==> src/rtl/arbitro_fila_prioridade.sv <==
// rtl/arbitro_fila_prioridade.sv - two-interface priority arbiter with wait FIFO and bounded grants
module arbitro_fila_prioridade #(
  parameter int HOLD_CYCLES = 4,
  parameter int DEPTH       = 4,
  parameter int CW          = 3
) (
  input  logic          clk_i,
  input  logic          reset_i,
  input  logic          req0_i,
  input  logic [2:0]    user0_i,
  input  logic          req1_i,
  input  logic [2:0]    user1_i,
  input  logic          release_i,
  output logic          grant_valid_o,
  output logic          grant_if_o,
  output logic [2:0]    grant_user_o,
  output logic          done_o,
  output logic [CW-1:0] queue_count_o,
  output logic          queue_full_o,
  output logic          drop_o,
  output logic          err_invalid_o
);
  localparam int AW = (DEPTH > 1) ? $clog2(DEPTH) : 1;
  localparam int HW = (HOLD_CYCLES > 1) ? $clog2(HOLD_CYCLES) : 1;

  typedef enum logic {LIVRE, OCUPADO} state_t;

  function automatic logic code_ok(input logic [2:0] u);
    return !(u == 3'b010 || u == 3'b100 || u == 3'b111);
  endfunction

  // Larger value wins; invalid codes are filtered before they are compared.
  function automatic logic [2:0] rank(input logic [2:0] u);
    case (u)
      3'b101:  return 3'd4;
      3'b011:  return 3'd3;
      3'b001:  return 3'd2;
      3'b110:  return 3'd1;
      default: return 3'd0;
    endcase
  endfunction

  state_t          state_q;
  logic [HW-1:0]   hold_q;
  logic            grant_valid_q;
  logic            grant_if_q;
  logic [2:0]      grant_user_q;
  logic [CW-1:0]   count_q;
  logic [AW-1:0]   wr_ptr_q;
  logic [AW-1:0]   rd_ptr_q;
  logic            drop_q;
  logic            err_q;
  logic [3:0]      mem_q [DEPTH];

  logic            v0, v1, win1;
  logic [3:0]      win_entry, lose_entry, push_e0, push_e1;
  logic            last, pop, grant_new;
  logic [1:0]      want, push_n;
  logic [CW-1:0]   free, count_d;
  logic [AW-1:0]   wr_ptr_d, rd_ptr_d;
  logic            drop_d, err_d;

  always_comb begin
    v0         = req0_i && code_ok(user0_i);
    v1         = req1_i && code_ok(user1_i);
    err_d      = (req0_i && !code_ok(user0_i)) || (req1_i && !code_ok(user1_i));
    win1       = v1 && (!v0 || (rank(user1_i) > rank(user0_i)));
    win_entry  = win1 ? {1'b1, user1_i} : {1'b0, user0_i};
    lose_entry = win1 ? {1'b0, user0_i} : {1'b1, user1_i};
    last       = (state_q == OCUPADO) && ((hold_q == '0) || release_i);
    pop        = (state_q == LIVRE) && (count_q != '0);
    grant_new  = (state_q == LIVRE) && (count_q == '0) && (v0 || v1);
    // The fresh winner bypasses the queue only when nothing is waiting.
    push_e0    = grant_new ? lose_entry : win_entry;
    push_e1    = lose_entry;
    if (grant_new) begin
      want = {1'b0, v0 && v1};
    end else begin
      want = {1'b0, v0} + {1'b0, v1};
    end
    free     = CW'(DEPTH) - count_q + CW'(pop);
    push_n   = (free >= CW'(want)) ? want : free[1:0];
    drop_d   = (want != push_n);
    count_d  = count_q + CW'(push_n) - CW'(pop);
    wr_ptr_d = wr_ptr_q + AW'(push_n);
    rd_ptr_d = rd_ptr_q + AW'(pop);
  end

  always_ff @(posedge clk_i) begin
    if (!reset_i) begin
      if (push_n != 2'd0) mem_q[wr_ptr_q] <= push_e0;
      if (push_n == 2'd2) mem_q[wr_ptr_q + AW'(1)] <= push_e1;
    end
  end

  always_ff @(posedge clk_i) begin
    if (reset_i) begin
      state_q       <= LIVRE;
      hold_q        <= '0;
      grant_valid_q <= 1'b0;
      grant_if_q    <= 1'b0;
      grant_user_q  <= '0;
      count_q       <= '0;
      wr_ptr_q      <= '0;
      rd_ptr_q      <= '0;
      drop_q        <= 1'b0;
      err_q         <= 1'b0;
    end else begin
      drop_q   <= drop_d;
      err_q    <= err_d;
      count_q  <= count_d;
      wr_ptr_q <= wr_ptr_d;
      rd_ptr_q <= rd_ptr_d;
      case (state_q)
        LIVRE: begin
          if (pop || grant_new) begin
            state_q                    <= OCUPADO;
            grant_valid_q              <= 1'b1;
            {grant_if_q, grant_user_q} <= pop ? mem_q[rd_ptr_q] : win_entry;
            hold_q                     <= HW'(HOLD_CYCLES - 1);
          end
        end
        OCUPADO: begin
          if (last) begin
            state_q       <= LIVRE;
            grant_valid_q <= 1'b0;
            grant_if_q    <= 1'b0;
            grant_user_q  <= '0;
          end else begin
            hold_q <= hold_q - HW'(1);
          end
        end
      endcase
    end
  end

  assign grant_valid_o = grant_valid_q;
  assign grant_if_o    = grant_if_q;
  assign grant_user_o  = grant_user_q;
  assign done_o        = last;
  assign queue_count_o = count_q;
  assign queue_full_o  = (count_q == CW'(DEPTH));
  assign drop_o        = drop_q;
  assign err_invalid_o = err_q;
endmodule
==> config.mk <==
export PLATFORM = sky130hd
export DESIGN_NAME = arbitro_fila_prioridade
export DESIGN_NICKNAME = d
export VERILOG_FILES = /design/src/rtl/arbitro_fila_prioridade.sv
export SDC_FILE = /design/constraint.sdc
export NUM_CORES = 1
export LEC_CHECK = 0
export CAP_MARGIN = 20
export CORE_ASPECT_RATIO = 1.2
export CORE_MARGIN = 2
export CORE_UTILIZATION = 45
export DETAILED_ROUTE_END_ITERATION = 10
export HOLD_SLACK_MARGIN = 0.08
export PLACE_DENSITY = 0.66
export SLEW_MARGIN = 30
export SYNTH_ARGS = -nofsm -noshare
export SYNTH_HDL_FRONTEND = slang
export SYNTH_SLANG_ARGS = --single-unit
==> constraint.sdc <==
create_clock -name clk_i -period 5.8 [get_ports clk_i]
set_input_delay 0.87 -clock clk_i [delete_from_list [all_inputs] [get_ports clk_i]]
set_output_delay 0.87 -clock clk_i [all_outputs]
set_load 0.1 [all_outputs]
; After elaboration in Yosys (flattened, before gate mapping)
; Memories as Yosys holds them, arrays and structs flattened. A register that Yosys moved wholly into a read port is not among the register bits.
; Cells that the tools add are included.
[word_totals]
mem_bits_rw = 16
output_inout_bits = 12
n_memories = 1
ff_bits = 17
in_bits = 11
word_cells = 100
[mem_list]
columns = memory, words, width, read_ports, rd_ports_with_merged_regs, wr, line
row1 = mem_q, 4, 4, 1, 1, 2, 53  ; logic [3:0] mem_q [DEPTH];
[classes]
n_mux = 29
n_lt_le_gt_ge = 2
n_eq_ne = 20
add_sub_neg = 9
bitwise_logic = 1
n_reduce_logical = 28
[ops]
columns = op, n
row1 = 3-bit equality test (second input constant), 9
row2 = 3-bit one-hot mux with 4 select lines, 2
row3 = 4-bit 2-to-1 mux, 4
row4 = 3-bit by 2-bit equality test with 1-bit output (second input constant), 4
row5 = 1-bit 2-to-1 mux, 11
row6 = 1-bit logical AND, 10
row7 = 2-bit 2-to-1 mux, 5
row8 = 1-bit logical OR, 9
row9 = 3-bit by 1-bit equality test with 1-bit output (second input constant), 2
row10 = 3-bit 2-to-1 mux, 2
row11 = 1-bit one-hot mux with 2 select lines, 3
row12 = 3-bit one-hot mux with 2 select lines, 1
row13 = 2-bit inequality test (second input constant), 2
row14 = 2-bit one-hot mux with 2 select lines, 1
row15 = 2-bit AND reduction, 2
row16 = 3-bit by 1-bit adder with 3-bit output, 1
row17 = 3-bit by 2-bit adder with 3-bit output, 1
row18 = 3-bit by 2-bit greater-or-equal comparator with 1-bit output, 1
row19 = 3-bit > comparator, 1
row20 = 1-bit zero test, 3
row21 = 3-bit zero test, 1
row22 = 3-bit nonzero test, 1
row23 = 3-bit by 1-bit subtractor with 3-bit output, 1
row24 = 3-bit subtractor (first input constant), 1
row25 = other kinds (11), 11

; Logic depth before layout (Yosys ltp)
[depth]
word_depth = 14
depth_mapped = 18
mapped_depth_nobuf = 17

; Worst setup path before layout
; No wires, ideal clock.
[synth_path]
path_kind = input-to-reg
start = input port user1_i[0]
end = register count_q[2] (netlist: queue_count_o[2])
slack_ps = 1192
required_time_ps = 5729
setup_time_ps = 71
arrival_ps = 4538
n_path_buf = 2
cell_stages = 17
cell_sequence = buf_4 > or3b_1 > o211ai_2 > ha_1 > o21ai_1 > o21ai_0 > ha_1 > nand2b_1 > a211oi_2 > buf_2 > nor4_1 > a21oi_1 > xnor2_1 > fa_1 > xor2_1 > a21o_1 > a21oi_1
[synth_between]
elab_chain_len = 12
[synth_lines]
columns = element, line
row1 = start: declaration, 12  ; input logic [2:0] user1_i,
row2 = 3-bit by 2-bit equality test with 1-bit output or 3-bit equality test (tied branches), 29  ; return !(u == 3'b010 || u == 3'b100 || u == 3'b111);
row3 = 1-bit logical OR, 29
row4 = 1-bit logical OR (*), 29
row5 = 1-bit zero test (*), -
row6 = 1-bit logical AND (*), 65  ; v1 = req1_i && code_ok(user1_i);
row7 = 1-bit logical OR, 72  ; grant_new = (state_q == LIVRE) && (count_q == '0) && (v0 || v1);
row8 = 1-bit logical AND, 72
row9 = 2-bit 2-to-1 mux (*), 76  ; if (grant_new) begin
row10 = 3-bit by 2-bit greater-or-equal comparator with 1-bit output, 82  ; push_n = (free >= CW'(want)) ? want : free[1:0];
row11 = 2-bit 2-to-1 mux (*), 82
row12 = 3-bit by 2-bit adder with 3-bit output (*), 84  ; count_d = count_q + CW'(push_n) - CW'(pop);
row13 = 3-bit by 1-bit subtractor with 3-bit output (*), 84
row14 = end signal: assignment, 111  ; count_q <= count_d;
row15 = end: declaration, 48  ; logic [CW-1:0] count_q;
; Mark *: on every way between the ends. The rest lies on a longest branch, timed or not.
; A chain may end at the register's enable or synchronous reset.

; Worst setup path after layout
[layout_path]
start = input port user0_i[2]
end = register count_q[2] (netlist: queue_count_o[2])
[layout_between]
elab_chain_len = 12
[layout_lines]
columns = element, line
row1 = start: declaration, 10  ; input logic [2:0] user0_i,
row2 = 3-bit by 2-bit equality test with 1-bit output or 3-bit equality test (tied branches), 29
row3 = 1-bit logical OR, 29
row4 = 1-bit logical OR (*), 29
row5 = 1-bit zero test (*), -
row6 = 1-bit logical AND (*), 64  ; v0 = req0_i && code_ok(user0_i);
row7 = 1-bit logical OR, 72
row8 = 1-bit logical AND, 72
row9 = 2-bit 2-to-1 mux (*), 76
row10 = 3-bit by 2-bit greater-or-equal comparator with 1-bit output, 82
row11 = 2-bit 2-to-1 mux (*), 82
row12 = 3-bit by 2-bit adder with 3-bit output (*), 84
row13 = 3-bit by 1-bit subtractor with 3-bit output (*), 84
; Marked as above.

==> results.yml <==
pwr:
  p_per_area_nw_per_um2: 553
  switching_share: 0.488
  combPwrFrac: 0.602
  seqPwrFrac: 0.272
  switching_power_mw: 0.688
  pwr-share-clk: 0.126
  leakage_nw: 0.981
  ir_drop_uv: 139
  internal_power_mw: 0.723
placement:
  dp_hpwl_um: 3380
  placed_area_sq_um: 2460
  gp_congestion: 0.839
  dp.cells: 283
  portBuffers: 22
global_routing:
  overflow: 0
  antenna_found_initial: 0
  grt_start_max_net_pins: 24
  grtUsageTotal: 0.178
  grt_pass1_vias: 1520
  grt_pass1_wl_um: 7290
yosys:
  synth_cell_types: 55
  synth.top_cell.area_share: 0.216
  synth_top_family_by_area: "compound AO/OA/AOI/OAI gates"
  muxShareOfSynthArea: 0.117
  ys_seq_elements: 33
  syn_nets: 233
  ys_top_cells_by_area: "edfxtp_1, dfxtp_1, ha_1"
  ys_seq_area_frac: 0.369
  synth_cells: 210
  synth_fa_ha_area_frac: 0.0708
  post_synth.cell_area_avg_sq_um: 10.6
  yosysWarnings: 0
  yosysTopAreaCell: "edfxtp_1"
  syn_area_sq_um: 2230
  synth_compound_area_frac: 0.168
  synthXorXnorAreaFrac: 0.0613
  synthSimpleGateAreaFrac: 0.157
clock_network:
  cts_resized: 0
  clk_latency_ns: 0.29
  path_clk_slew_ns: 0.07
  cts_hold_buf: 0
  clock_path_buffers: 2
  cts_sinks: 33
  cts.htree.levels: 2
  cts_tree: "built"
  root_buffer: "clkbuf_8"
  post-cts-setup-buffer-count: 0
  cts_buffers: 5
floorplan:
  dieWidth_um: 68.2
  dieArea_sq_um: 5530
  core_sq_um: 4830
  row_count: 28
  initial_core_util: 0.460
  die_y_um: 81.0
  pin_count: 23
cells_and_area:
  post_route_cells_drive_above_1_share: 0.130
  final_area_sq_um: 2550
  fin_nets: 253
  final_cells: 291
  layout_common_cells: "clkdlybuf4s50_1, dfxtp_1, edfxtp_1, inv_1, nor2_1"
  final_core_util: 0.528
  final_common_cell: "clkdlybuf4s50_1"
  area_delta_synth_final_pct: 14.7
  num_antenna_cells: 0
sta:
  fmax_ghz: 0.202
  finalSetupTns_ns: 0
  maxSlewViolCount: 0
  period_needed_ns: 4.96
  tightest_slew_ns: 0.978
  finalCritPeriodShare: 0.855
  max_slew_margin: 0.346
  clock-skew-final_ns: 0.00675
  setup_viol_count_final: 0
  grt_setup_unrepaired: "no"
  holdWs_ns: 0.486
  hold_violations: 0
drt:
  ant_nets: 0
  drc: 0
  drt_wl_total_um: 4510
  wl_per_cell_um: 15.5
  drt_pass1_iterations: 4
  num_vias: 1650
  drt-initial-drc-count: 64
  viasPerCell: 5.67
critical_path:
  worst_ep_arrival_time_ns: 5.17
  critPathRequiredTime_ns: 6.01
  worst-path-max-fanout: 9
  critPathKind: "primary input to register"
  endpoint_kind: "register"
  critPathLaunchType: "primary input"
run_status:
  outcome: "complete, no violations"
flow_run:
  cap_violations: 0
hold_path:
  hold_path_class: "register to register"
==> cells in the mapped netlist (all sizes together) <==
library cell  instances
dfxtp                17
edfxtp               16
inv                  14
nor2                 13
ha                   11
a21oi                 9
mux2                  9
xor2                  9
nand2b                8
o21ai                 8
buf                   7
mux2i                 7
nor3                  7
a31oi                 6
nor2b                 6
clkbuf                4
mux4                  4
o22ai                 4
or2                   4
or4                   4
xnor2                 4
a211oi                3
a22oi                 3
and3                  3
nor3b                 3
a211o                 2
a41oi                 2
and2                  2
nand2                 2
nand3                 2
o211ai                2
o41ai                 2
or3                   2
or3b                  2
a21o                  1
a311oi                1
a32oi                 1
and3b                 1
fa                    1
nor4                  1
o21bai                1
o221a                 1
o311a                 1
==> final cells by class <==
cell class | instances | area [sq um]
repair buffers | 24 | 235
multi-input cells | 152 | 1280
clock inverters | 3 | 22.5
well taps | 60 | 75.1
clock buffers | 5 | 68.8
flip-flops and latches | 33 | 821
fillers | 449 | 2280
inverters | 14 | 52.6
==> routing by layer <==
layer / GRT usage / wire (um) / up-vias
met4: 0.0540 / 41 / 0
li1: - / - / 822
met3: 0.0332 / 168 / 4
met1: 0.220 / 2020 / 778
met5: 0 / 0 / -
met2: 0.309 / 2280 / 46
==> through the flow <==
step	power (mW)	setup WS [ns]
global placement	1.23	0.597
finish	1.41	0.841
detailed placement	1.24	0.572
global route	1.51	0.482
floorplan	1.07	1.19
CTS	1.42	0.865
==> sequential cells by signal, summed over array words and instances, names as in the netlist <==
| signal | flops |
|---|---|
| drop_o | 1 |
| err_invalid_o | 1 |
| grant_if_o | 1 |
| grant_user_o | 3 |
| grant_valid_o | 1 |
| hold_q | 2 |
| mem_q | 16 |
| queue_count_o | 3 |
| rd_ptr_q | 2 |
| state_q | 1 |
| wr_ptr_q | 2 |
==> logic make-up after synthesis <==
group                    Yosys count
XOR/XNOR                          13
buffers and inverters             25
AND/OR/NAND/NOR                   60
AO/OA/AOI/OAI                     47
adder cells (fa/ha/maj)           12
flip-flops                        33
multiplexers                      20
==> path summary, 6_finish.rpt <==
path                         start               end  slack [ns]  cells past startpoint
hold reg to reg          hold_q[0]         hold_q[0]        0.49                      1
setup / recovery        user0_i[2]  queue_count_o[2]        0.84                     16
hold / removal           hold_q[0]         hold_q[0]        0.49                      1
setup reg to reg  queue_count_o[2]  queue_count_o[2]        1.94                     14
==> power by group through the flow <==
stage                     clock network, mW  logic, mW  registers [mW]
final                                 0.178      0.849           0.384
after CTS                             0.182      0.854           0.384
after global routing                  0.193      0.926           0.392
after detailed placement                  0      0.850           0.388
after global placement                    0      0.842           0.387
after floorplan                           0      0.523           0.545
==> critical path: stages <==
cell and delay (ns):
clkdlybuf4s50_1 0.65, or3b_1 0.43, o211ai_2 0.16, ha_1 0.35, o21ai_1 0.18, o21ai_0 0.14, ha_1 0.28, nand2b_1 0.17
a211oi_2 0.44, nor4_1 0.11, a21oi_1 0.35, xnor2_1 0.15, fa_1 0.45, xor2_1 0.19, nand3_1 0.10, a21oi_1 0.15
Power figures use the tool's default switching activity.
